File: src/rtl/freq_meas.sv
// Measures period and high time of a slow clock sampled as data in the clk domain.
// Also raises lock after LOCK_N consecutive periods equal exp_period, and pulses timeout when edges stop.
module freq_meas #(
  parameter int CNT_W  = 5,
  parameter int LOCK_N = 4
) (
  input  logic             clk,
  input  logic             reset,
  input  logic             in_clk,
  input  logic [CNT_W-1:0] exp_period,
  output logic [CNT_W-1:0] period,
  output logic [CNT_W-1:0] high_len,
  output logic             valid,
  output logic             lock,
  output logic             timeout
);

  localparam int                 MATCH_W   = $clog2(LOCK_N + 1);
  localparam logic [CNT_W-1:0]   CNT_MAX   = '1;
  localparam logic [MATCH_W-1:0] MATCH_MAX = MATCH_W'(LOCK_N);

  typedef enum logic [1:0] {IDLE, MEAS_HIGH, MEAS_LOW} state_t;

  logic               s1, s2, s3;
  logic               rise_p1, fall_p1;
  state_t             state;
  logic [CNT_W-1:0]   cnt;
  logic [CNT_W-1:0]   hi_tmp;
  logic [MATCH_W-1:0] match;

  function automatic logic [MATCH_W-1:0] sat_inc(input logic [MATCH_W-1:0] v);
    return (v >= MATCH_MAX) ? v : v + MATCH_W'(1);
  endfunction

  // Stage p0: synchronizer and delay flop; stage p1: registered edge detect
  always_ff @(posedge clk) begin
    if (reset) begin
      s1      <= 1'b0;
      s2      <= 1'b0;
      s3      <= 1'b0;
      rise_p1 <= 1'b0;
      fall_p1 <= 1'b0;
    end else begin
      s1      <= in_clk;
      s2      <= s1;
      s3      <= s2;
      rise_p1 <= s2 & ~s3;
      fall_p1 <= ~s2 & s3;
    end
  end

  // Stage p2: measurement FSM and registered outputs
  always_ff @(posedge clk) begin
    if (reset) begin
      state    <= IDLE;
      cnt      <= '0;
      hi_tmp   <= '0;
      match    <= '0;
      period   <= '0;
      high_len <= '0;
      valid    <= 1'b0;
      lock     <= 1'b0;
      timeout  <= 1'b0;
    end else begin
      valid   <= 1'b0;
      timeout <= 1'b0;
      lock    <= (match == MATCH_MAX);
      case (state)
        IDLE: begin
          cnt <= '0;
          if (rise_p1) begin
            state <= MEAS_HIGH;
            cnt   <= CNT_W'(1);
          end
        end
        MEAS_HIGH: begin
          // A second rise without a fall, or no edge before saturation, aborts
          if (rise_p1 || cnt == CNT_MAX) begin
            timeout <= 1'b1;
            lock    <= 1'b0;
            match   <= '0;
            cnt     <= '0;
            state   <= IDLE;
          end else begin
            cnt <= cnt + CNT_W'(1);
            if (fall_p1) begin
              hi_tmp <= cnt;
              state  <= MEAS_LOW;
            end
          end
        end
        MEAS_LOW: begin
          if (rise_p1) begin
            period   <= cnt;
            high_len <= hi_tmp;
            valid    <= 1'b1;
            cnt      <= CNT_W'(1);
            state    <= MEAS_HIGH;
            if (exp_period != '0 && cnt == exp_period) match <= sat_inc(match);
            else                                        match <= '0;
          end else if (cnt == CNT_MAX) begin
            timeout <= 1'b1;
            lock    <= 1'b0;
            match   <= '0;
            cnt     <= '0;
            state   <= IDLE;
          end else begin
            cnt <= cnt + CNT_W'(1);
          end
        end
        default: begin
          state <= IDLE;
          cnt   <= '0;
        end
      endcase
    end
  end

endmodule

File: config.mk
export PLATFORM = sky130hd
export DESIGN_NAME = freq_meas
export DESIGN_NICKNAME = d
export VERILOG_FILES = /design/src/rtl/freq_meas.sv
export SDC_FILE = /design/constraint.sdc
export NUM_CORES = 1
export LEC_CHECK = 0
export CAP_MARGIN = 0
export CORE_MARGIN = 2
export CORE_UTILIZATION = 45
export CTS_CLUSTER_DIAMETER = 30
export DETAILED_ROUTE_END_ITERATION = 10
export DONT_BUFFER_PORTS = 1
export HOLD_SLACK_MARGIN = 0.1
export PLACE_DENSITY = 0.72
export SLEW_MARGIN = 20
export SYNTH_ARGS = -nofsm -noshare
export SYNTH_HDL_FRONTEND = slang
export SYNTH_SLANG_ARGS = --single-unit
File: constraint.sdc
create_clock -name clk -period 1.97 [get_ports clk]
set_input_delay 0.4925 -clock clk [delete_from_list [all_inputs] [get_ports clk]]
set_output_delay 0.4925 -clock clk [all_outputs]
set_load 0.02 [all_outputs]
==> flow_metrics.tcl, run 1 <==
set metrics [dict create \
    fin_ws_ns 0.1220 \
    num_rows 20 \
    maxSlewViolCount 0 \
    ctsHoldBuffers 0 \
    p_total_mw 1.134 \
    syn_avg_cell_area_sq_um 8.751 \
    clock_sinks 33 \
    synth_compound_area_frac 0.1246 \
    ant_nets 0 \
    hold_class "in -> reg" \
    hold_path_end "state[1]$_SDFFE_PP0P_" \
    grtUsageTotal 0.1727 \
    place_hpwl_mm 2.049 \
    synth-async-reset-ratio 0 \
    drive_gt1_frac 0.08434 \
    initial_core_util 0.4711 \
    synth_top_family_by_area "simple AND/OR/NAND/NOR gates" \
    grt_pass1_vias 1099 \
    viasPerCell 5.381 \
    clk_pin_slew_worst_paths_ns 0.10 \
    globalplace.congestion 0.7712 \
    slew_headroom 0.7670 \
    finalNetCount 181 \
    htreeDepth 2 \
    ff2ff_path_depth 7 \
    yosysWarnings 0 \
    synthAdderAreaFrac 0.07018 \
    yosys.cell_count.top_type "dfxtp_1" \
    tightestPinTransition_ns 0.3476 \
    setup-tns-final_ns 0 \
    status "completed" \
    grt_pass1_wl_mm 4.574 \
    ys_ff_latch 33 \
    synthCells 163 \
    critPathRequiredTime_ns 2.20 \
    core_sq_um 3028 \
    yosys.area_share.xor_xnor 0.03684 \
    syn-cell-area_sq_um 1426 \
    r2r_slack_ns 0.12 \
    dpl_worst_slack_ns 0.03975 \
    report.final.hold_viol_count 0 \
    drc 0 \
    totalWireLength_mm 2.800 \
    start_kind "flop" \
    wl_per_cell_um 13.33 \
    arrival_ns 2.08 \
    timing.max_cap.violations 0 \
    yosysSeqAreaShare 0.4632 \
    die_area_sq_um 3636 \
    synth_edf_count 0 \
    endpoint_kind "flop" \
    post_cts_buffers 0 \
    synth.area.mux_share 0.03509 \
    min-delay-start "reset" \
    dr.first_iter.drc_count 38 \
    clk_path_buf_depth 2 \
    stdcell_area_sq_um 1528 \
    num_antenna_cells 0 \
    worstReg2RegStart "cnt[1]$_SDFF_PP0_" \
    min_period_ns 1.848 \
    min_period_over_period 0.9381 \
    synth-simple-area-share 0.2228 \
    cts_resized 0 \
    synth_commonest_cells "33 x dfxtp_1, 24 x nand2_1, 16 x nor2_1, 13 x a21oi_1, 9 x inv_1" \
    area_growth_pct 7.106 \
    first_pass_iters 4 \
    yosys.area.top_type_share 0.4632 \
    port_buffers 0 \
    grt_setup_unrepaired "no" \
    power.leakage_nw 0.5552 \
    yosys-top-cells-area "dfxtp_1 46%, ha_1 7.0%, nand2_1 6.3%" \
    yosys.area.top_type "dfxtp_1" \
    antenna_found_initial 0 \
    cp_max_fo 5 \
    timing.rr.end "state[1]$_SDFFE_PP0P_" \
    synth-main-ff-cell "dfxtp_1" \
    grt_max_degree 31 \
    syn_nets 179 \
    die_h_um 60.30 \
    final-setup-viol-count 0 \
    cts_root_buffer "clkbuf_4" \
    powerDensity_nw_per_um2 742.3 \
    cts_made_buffers 5 \
    cts_tree "done" \
    yosysUniqueCellTypes 33 \
    irDropWorstVdd_mv 0.4005 \
    dpl_cell_area_sq_um 1470 \
    dieWidth_um 60.30 \
    num_vias 1130 \
    clock_latency_ns 0.33 \
    crit_type "reg -> reg" \
    min_delay_path_depth 1 \
    io_pins 21 \
    timing.fmax_ghz 0.5411 \
    clock-skew-final_ns 0.007635 \
    grt_overflow 0 \
]
-- cell families after synthesis --
kind of cell    Yosys count
xor+xnor                  6
buf+inv                  17
simple gates             66
fa+ha+maj                 8
mux                       5
flops                    33
compound gates           28
-- sequential cells by signal, summed over array words and instances, names as in the netlist --
signal and flops:
state 2, cnt 5, hi_tmp 5, rise_p1 1, period 5, fall_p1 1, valid 1, lock 1
match 3, timeout 1, high_len 5, s2 1, s1 1, s3 1
-- routing by layer --
metal / vias to the layer above / track usage / wire [um]
met4: 0 / 0.09206 / 48
met2: 36 / 0.2981 / 1447
li1: 557 / - / -
met1: 531 / 0.1839 / 1144
met5: - / 0 / 0
met3: 6 / 0.06061 / 159
-- worst max path at each step --
stage,from,end,slack (ns),cells after the start
floorplan,cnt[0]$_SDFF_PP0_,hi_tmp[0]$_SDFFE_PP0P_,0.21,8
global placement,cnt[1]$_SDFF_PP0_,hi_tmp[1]$_SDFFE_PP0P_,0.15,7
detailed placement,cnt[1]$_SDFF_PP0_,hi_tmp[4]$_SDFFE_PP0P_,0.04,7
CTS,cnt[1]$_SDFF_PP0_,hi_tmp[3]$_SDFFE_PP0P_,0.03,7
global route,cnt[1]$_SDFF_PP0_,hi_tmp[4]$_SDFFE_PP0P_,0.005,7
finish,cnt[1]$_SDFF_PP0_,state[1]$_SDFFE_PP0P_,0.12,7
-- stage by stage --
step | std cells | utilization | hold WS (ns)
finish | 210 | 0.5045 | 0.2177
floorplan | 163 | - | 0.3835
CTS | 210 | 0.5025 | 0.2123
global route | 210 | 0.5045 | 0.1895
detailed placement | 202 | 0.4855 | 0.4023
global placement | 202 | 0.4855 | 0.3882
-- layout by cell type (no fill, tap or decap), drive strengths merged --
master	instances
nand2	24
a31oi	1
dfxtp	33
o21ai	3
o211ai	3
and3	5
nor3b	1
nor4b	1
nor2	16
nand4	4
o311ai	2
xnor2	1
nand3	1
o21a	1
xor2	5
nor2b	6
buf	3
nor4	3
or2	2
nor3	2
clkinv	2
a2111oi	1
clkbuf	6
o2111ai	1
o22ai	2
inv	9
a211oi	1
a21oi	13
ha	8
mux2i	5
and2	1
-- power by group --
part	total, mW	switching [mW]	internal, mW
registers	0.685	0.00797	0.677
logic	0.0930	0.0547	0.0383
clock network	0.356	0.220	0.136
-- area by class of cell --
class,instances,area (sq um)
clock buffers,6,41.29
clock inverters,2,10.01
fillers,300,1500
inverters,9,33.78
multi-input cells,113,703.2
flip-flops and latches,33,661.9
well taps,44,55.05
repair buffers,3,22.52
-- worst max-delay path, stage by stage, from the launching register on --
cell and delay (ns):
dfxtp_2 0.39, ha_1 0.19, and3_1 0.18, ha_1 0.21, inv_1 0.10, o21a_1 0.12, or2_1 0.23, a2111oi_2 0.34
Note: power is estimated with default switching activity, not from simulation.
==> run 2, diff against run 1 <==
Settings changed: CORE_UTILIZATION 45 to 60, PLACE_DENSITY 0.72 to 0.75, SETUP_SLACK_MARGIN from default to 0.4.
==> flow_metrics.tcl, run 2 (synthesis results as in run 1) <==
set metrics [dict create \
    drc 0 \
    wl_per_cell_um 15.60 \
    slew_headroom 0.7027 \
    clock-skew-final_ns 0.01582 \
    endpoint_kind "flop" \
    area_growth_pct 15.00 \
    totalWireLength_mm 3.074 \
    clk_path_buf_depth 2 \
    arrival_ns 1.87 \
    min-delay-start "reset" \
    viasPerCell 5.822 \
    irDropWorstVdd_mv 0.5820 \
    start_kind "flop" \
    setup-tns-final_ns 0 \
    die_h_um 52.76 \
    stdcell_area_sq_um 1640 \
    initial_core_util 0.6387 \
    maxSlewViolCount 0 \
    layout_commonest_cell "dfxtp_1" \
    placed_cells 185 \
    num_vias 1147 \
    grt_pass1_vias 1104 \
    ctsHoldBuffers 0 \
    globalplace.congestion 0.8148 \
    timing.max_cap.violations 0 \
    first_pass_iters 4 \
    final_cells 197 \
    powerDensity_nw_per_um2 718.1 \
    num_rows 17 \
    antenna_found_initial 0 \
    dr.first_iter.drc_count 47 \
    hold_class "in -> reg" \
    drive_gt1_frac 0.2012 \
    crit_type "reg -> reg" \
    clock_sinks 33 \
    grt_overflow 0 \
    critPathRequiredTime_ns 2.19 \
    min_delay_path_depth 1 \
    timing.fmax_ghz 0.6077 \
    hold_path_end "period[1]$_SDFFE_PP0P_" \
    dieWidth_um 52.76 \
    clk_pin_slew_worst_paths_ns 0.10 \
    io_pins 21 \
    cp_max_fo 5 \
    cts_tree "done" \
    fin_ws_ns 0.3245 \
    final_cell_mix "29 x dfxtp_1, 24 x nand2_1, 14 x nor2_1, 13 x a21oi_1" \
    grt_max_degree 31 \
    die_area_sq_um 2783 \
    finalNetCount 185 \
    cts_made_buffers 5 \
    grt_pass1_wl_mm 4.905 \
    grt_setup_unrepaired "yes" \
    report.final.hold_viol_count 0 \
    dpl_worst_slack_ns 0.2093 \
    cts_root_buffer "clkbuf_4" \
    tightestPinTransition_ns 0.4453 \
    power.leakage_nw 0.5879 \
    worstReg2RegStart "cnt[1]$_SDFF_PP0_" \
    min_period_ns 1.646 \
    fill_cells 175 \
    timing.rr.end "hi_tmp[3]$_SDFFE_PP0P_" \
    final-setup-viol-count 0 \
    r2r_slack_ns 0.32 \
    port_buffers 0 \
    grtUsageTotal 0.2454 \
    ff2ff_path_depth 7 \
    dpl_cell_area_sq_um 1483 \
    htreeDepth 2 \
    ant_nets 0 \
    core_sq_um 2233 \
    p_total_mw 1.178 \
    num_antenna_cells 0 \
    clock_latency_ns 0.32 \
    place_hpwl_mm 2.122 \
    min_period_over_period 0.8353 \
    status "completed" \
]
## run 2: cell count changes in the layout (fill, tap and decap cells not counted), moves of 2 or more
cell      before  now
clkinv_2       2    0
o22ai_2        0    2
ha_1           8    4
buf_4          3    7
ha_4           0    3
inv_1          9    7
nor2_1        16   14
nor2_2         0    2
o22ai_1        2    0
inv_2          0    2
dfxtp_1       32   29
dfxtp_4        0    2
## run 2: worst max path at each step
stage	start	to	slack [ns]	depth (start not counted)
global route	cnt[1]$_SDFF_PP0_	hi_tmp[0]$_SDFFE_PP0P_	0.28	7
floorplan	cnt[1]$_SDFF_PP0_	hi_tmp[2]$_SDFFE_PP0P_	0.41	8
finish	cnt[1]$_SDFF_PP0_	hi_tmp[3]$_SDFFE_PP0P_	0.32	7
global placement	cnt[1]$_SDFF_PP0_	hi_tmp[0]$_SDFFE_PP0P_	0.30	7
CTS	cnt[1]$_SDFF_PP0_	state[1]$_SDFFE_PP0P_	0.32	7
detailed placement	cnt[0]$_SDFF_PP0_	hi_tmp[3]$_SDFFE_PP0P_	0.21	7
## run 2: layout make-up
class                      instances  area, sq um  share of cell area
multi-input combinational        113        793.3              0.4836
sequential                        33        670.6              0.4088
clock buffer                       7        55.05             0.03356
timing repair buffer               7        52.55             0.03204
tap                               28        35.03             0.02136
inverter                           9        33.78             0.02060
## run 2: metal layers
metal  GRT usage  part of all wire  vias to the layer above
met4     0.08547            0.0062                        0
li1            -                 -                      566
met1      0.2970              0.45                      541
met5           0                 0                        -
met2      0.4083              0.48                       38
met3     0.07429             0.064                        2
## run 2: metrics by stage
stage | hold WS (ns) | utilization
finish | 0.2338 | 0.7345
global route | 0.2103 | 0.7345
CTS | 0.2204 | 0.7176
detailed placement | 0.3980 | 0.6639
global placement | 0.3892 | 0.6639
floorplan | 0.3835 | -
## run 2: where the power goes
group	leakage (nW)	total [mW]	internal, mW	switching (mW)
combinational	0.287	0.116	0.0511	0.0650
clock	0.0314	0.376	0.169	0.207
sequential	0.269	0.686	0.676	0.00992
total	0.588	1.18	0.896	0.282
## run 2: what timing repair did
item,CTS,global route
setup buffers,4,1
pin swaps,1,0
setup endpoints to repair,8,10
resized for setup,9,6
## run 2: worst max-delay path, cell delays in order, from the launching register on
cell	delay [ns]
dfxtp_4	0.36
ha_4	0.15
and3_4	0.18
ha_4	0.17
nor2_2	0.13
and3_4	0.26
mux2i_1	0.23
nor2_1	0.06
==> run 3, diff against run 2 <==
Settings changed: CORE_UTILIZATION 60 to 55, PLACE_DENSITY 0.75 to 0.72.
Clock period 1.97 ns to 1.33 ns, I/O delays scaled along.
==> flow_metrics.tcl, run 3 (synthesis results as in run 1) <==
set metrics [dict create \
    htreeDepth 2 \
    place_hpwl_mm 2.311 \
    clk_path_buf_depth 2 \
    finalNetCount 210 \
    initial_core_util 0.5758 \
    cts_tree "done" \
    grtUsageTotal 0.2736 \
    wl_per_cell_um 16.99 \
    clock_latency_ns 0.34 \
    cts_made_buffers 5 \
    crit_path_frequent_cell "ha_4" \
    grt_overflow 0 \
    drive_gt1_frac 0.4256 \
    clock-skew-final_ns 0.009918 \
    violations "setup timing" \
    viasPerCell 5.796 \
    final-setup-viol-count 17 \
    crit_chain "ha_4 > and3_4 > ha_4 > o22ai_2 > buf_6 > nor4b_4 > nand4_1 > o311ai_2" \
    timing.max_cap.violations 0 \
    core_sq_um 2477 \
    slowest_delay_ns 0.37 \
    grt_max_degree 31 \
    crit_type "reg -> reg" \
    hold_class "in -> reg" \
    slew_headroom 0.7328 \
    cpMaxStageDelayCell "dfxtp_4" \
    irDropWorstVdd_mv 0.8861 \
    die_h_um 54.93 \
    report.final.hold_viol_count 0 \
    timing.fmax_ghz 0.5780 \
    final_util 0.8101 \
    tightestPinTransition_ns 0.3986 \
    maxSlewViolCount 0 \
    globalplace.congestion 0.8529 \
    num_vias 1304 \
    port_buffers 0 \
    status "finished, violations left" \
    ctsHoldBuffers 1 \
    totalWireLength_mm 3.822 \
    num_antenna_cells 0 \
    drc 0 \
    fill_cells 136 \
    placed_cells 207 \
    cts_root_buffer "clkbuf_4" \
    area_growth_pct 40.70 \
    grt_pass1_wl_mm 5.637 \
    antenna_found_initial 0 \
    ant_nets 0 \
    layout_commonest_cell "nand2_1" \
    io_pins 21 \
    num_rows 18 \
    endpoint_kind "flop" \
    min_period_ns 1.730 \
    die_area_sq_um 3017 \
    final_cell_mix "23 x nand2_1, 22 x buf_4, 17 x dfxtp_1, 15 x dfxtp_4, 12 x nor2_1" \
    dieWidth_um 54.93 \
    start_kind "flop" \
    final_cells 225 \
    critPathRequiredTime_ns 1.58 \
    powerDensity_nw_per_um2 897.4 \
    grt_setup_unrepaired "yes" \
    clk_pin_slew_worst_paths_ns 0.11 \
    arrival_ns 1.98 \
    fin_ws_ns -0.4000 \
    cp_max_fo 4 \
    clock_sinks 33 \
    grt_pass1_vias 1263 \
    power.leakage_nw 0.7655 \
    first_pass_iters 4 \
    dr.first_iter.drc_count 49 \
    min_period_over_period 1.301 \
]
run 3: cell types whose count changed in the layout (fill, tap and decap cells not counted), sizes merged:
cell,before,now
clkinv,0,2
dlygate4sd3,0,1
clkbuf,7,5
inv,9,10
buf,7,31
run 3: worst max-delay path, delay by kind of cell, from the launching register on:
family / cells / cell delay (ns)
adders and majority gates: 2 / 0.29
DFF: 1 / 0.37
and+or+nand+nor: 3 / 0.67
buffers and inverters: 1 / 0.13
AOI/OAI and AO/OA: 2 / 0.19
run 3: stage by stage:
step                area [sq um]  power [mW]  setup WS [ns]  hold slack, ns  setup TNS, ns
finish                      2007       1.801        -0.4000         0.04314         -4.687
global route                2007       1.883        -0.4405         0.01819         -5.641
CTS                         1937       1.803        -0.3076         0.02703         -3.096
detailed placement          1677       1.241        -0.3618          0.3984         -3.230
global placement            1677       1.229        -0.3006          0.3975         -2.643
floorplan                   1519       1.169        -0.2072          0.3835         -1.600
run 3: path summary, 6_finish.rpt:
kind | start | end | slack [ns] | cells past startpoint
max | cnt[1]$_SDFF_PP0_ | match[1]$_SDFFE_PP0P_ | -0.40 | 8
min | reset | high_len[1]$_SDFFE_PP0P_ | 0.04 | 1
max reg2reg | cnt[1]$_SDFF_PP0_ | match[1]$_SDFFE_PP0P_ | -0.40 | 8
min reg2reg | s3$_SDFF_PP0_ | rise_p1$_SDFF_PP0_ | 0.42 | 1
run 3: final cells by class:
type	instances	area (sq um)	area share
multi-input cells	113	869.6	0.4333
clock inverters	3	16.27	0.008105
flip-flops and latches	33	718.2	0.3579
inverters	9	33.78	0.01683
well taps	30	37.54	0.01870
clock buffers	5	37.54	0.01870
repair buffers	32	294.0	0.1465
run 3: timing repair:
item | in CTS | in global routing
pin swaps | 13 | 10
gates resized for setup | 51 | 8
endpoints found under the setup margin | 41 | 41
buffers inserted | 4 | 4
hold endpoints to repair | 25 | 25
gates cloned | 1 | 0
run 3: metal layers:
metal | up-vias | GRT usage | wire [um]
li1 | 616 | - | -
met1 | 622 | 0.3005 | 1530
met2 | 56 | 0.4623 | 1984
met3 | 10 | 0.07527 | 243
met4 | 0 | 0.1748 | 63
met5 | - | 0 | 0
run 3: power breakdown:
part	switching, mW	leakage (nW)	internal [mW]
registers	0.0109	0.279	0.975
logic	0.139	0.451	0.142
clock network	0.334	0.0353	0.201
total	0.484	0.766	1.32
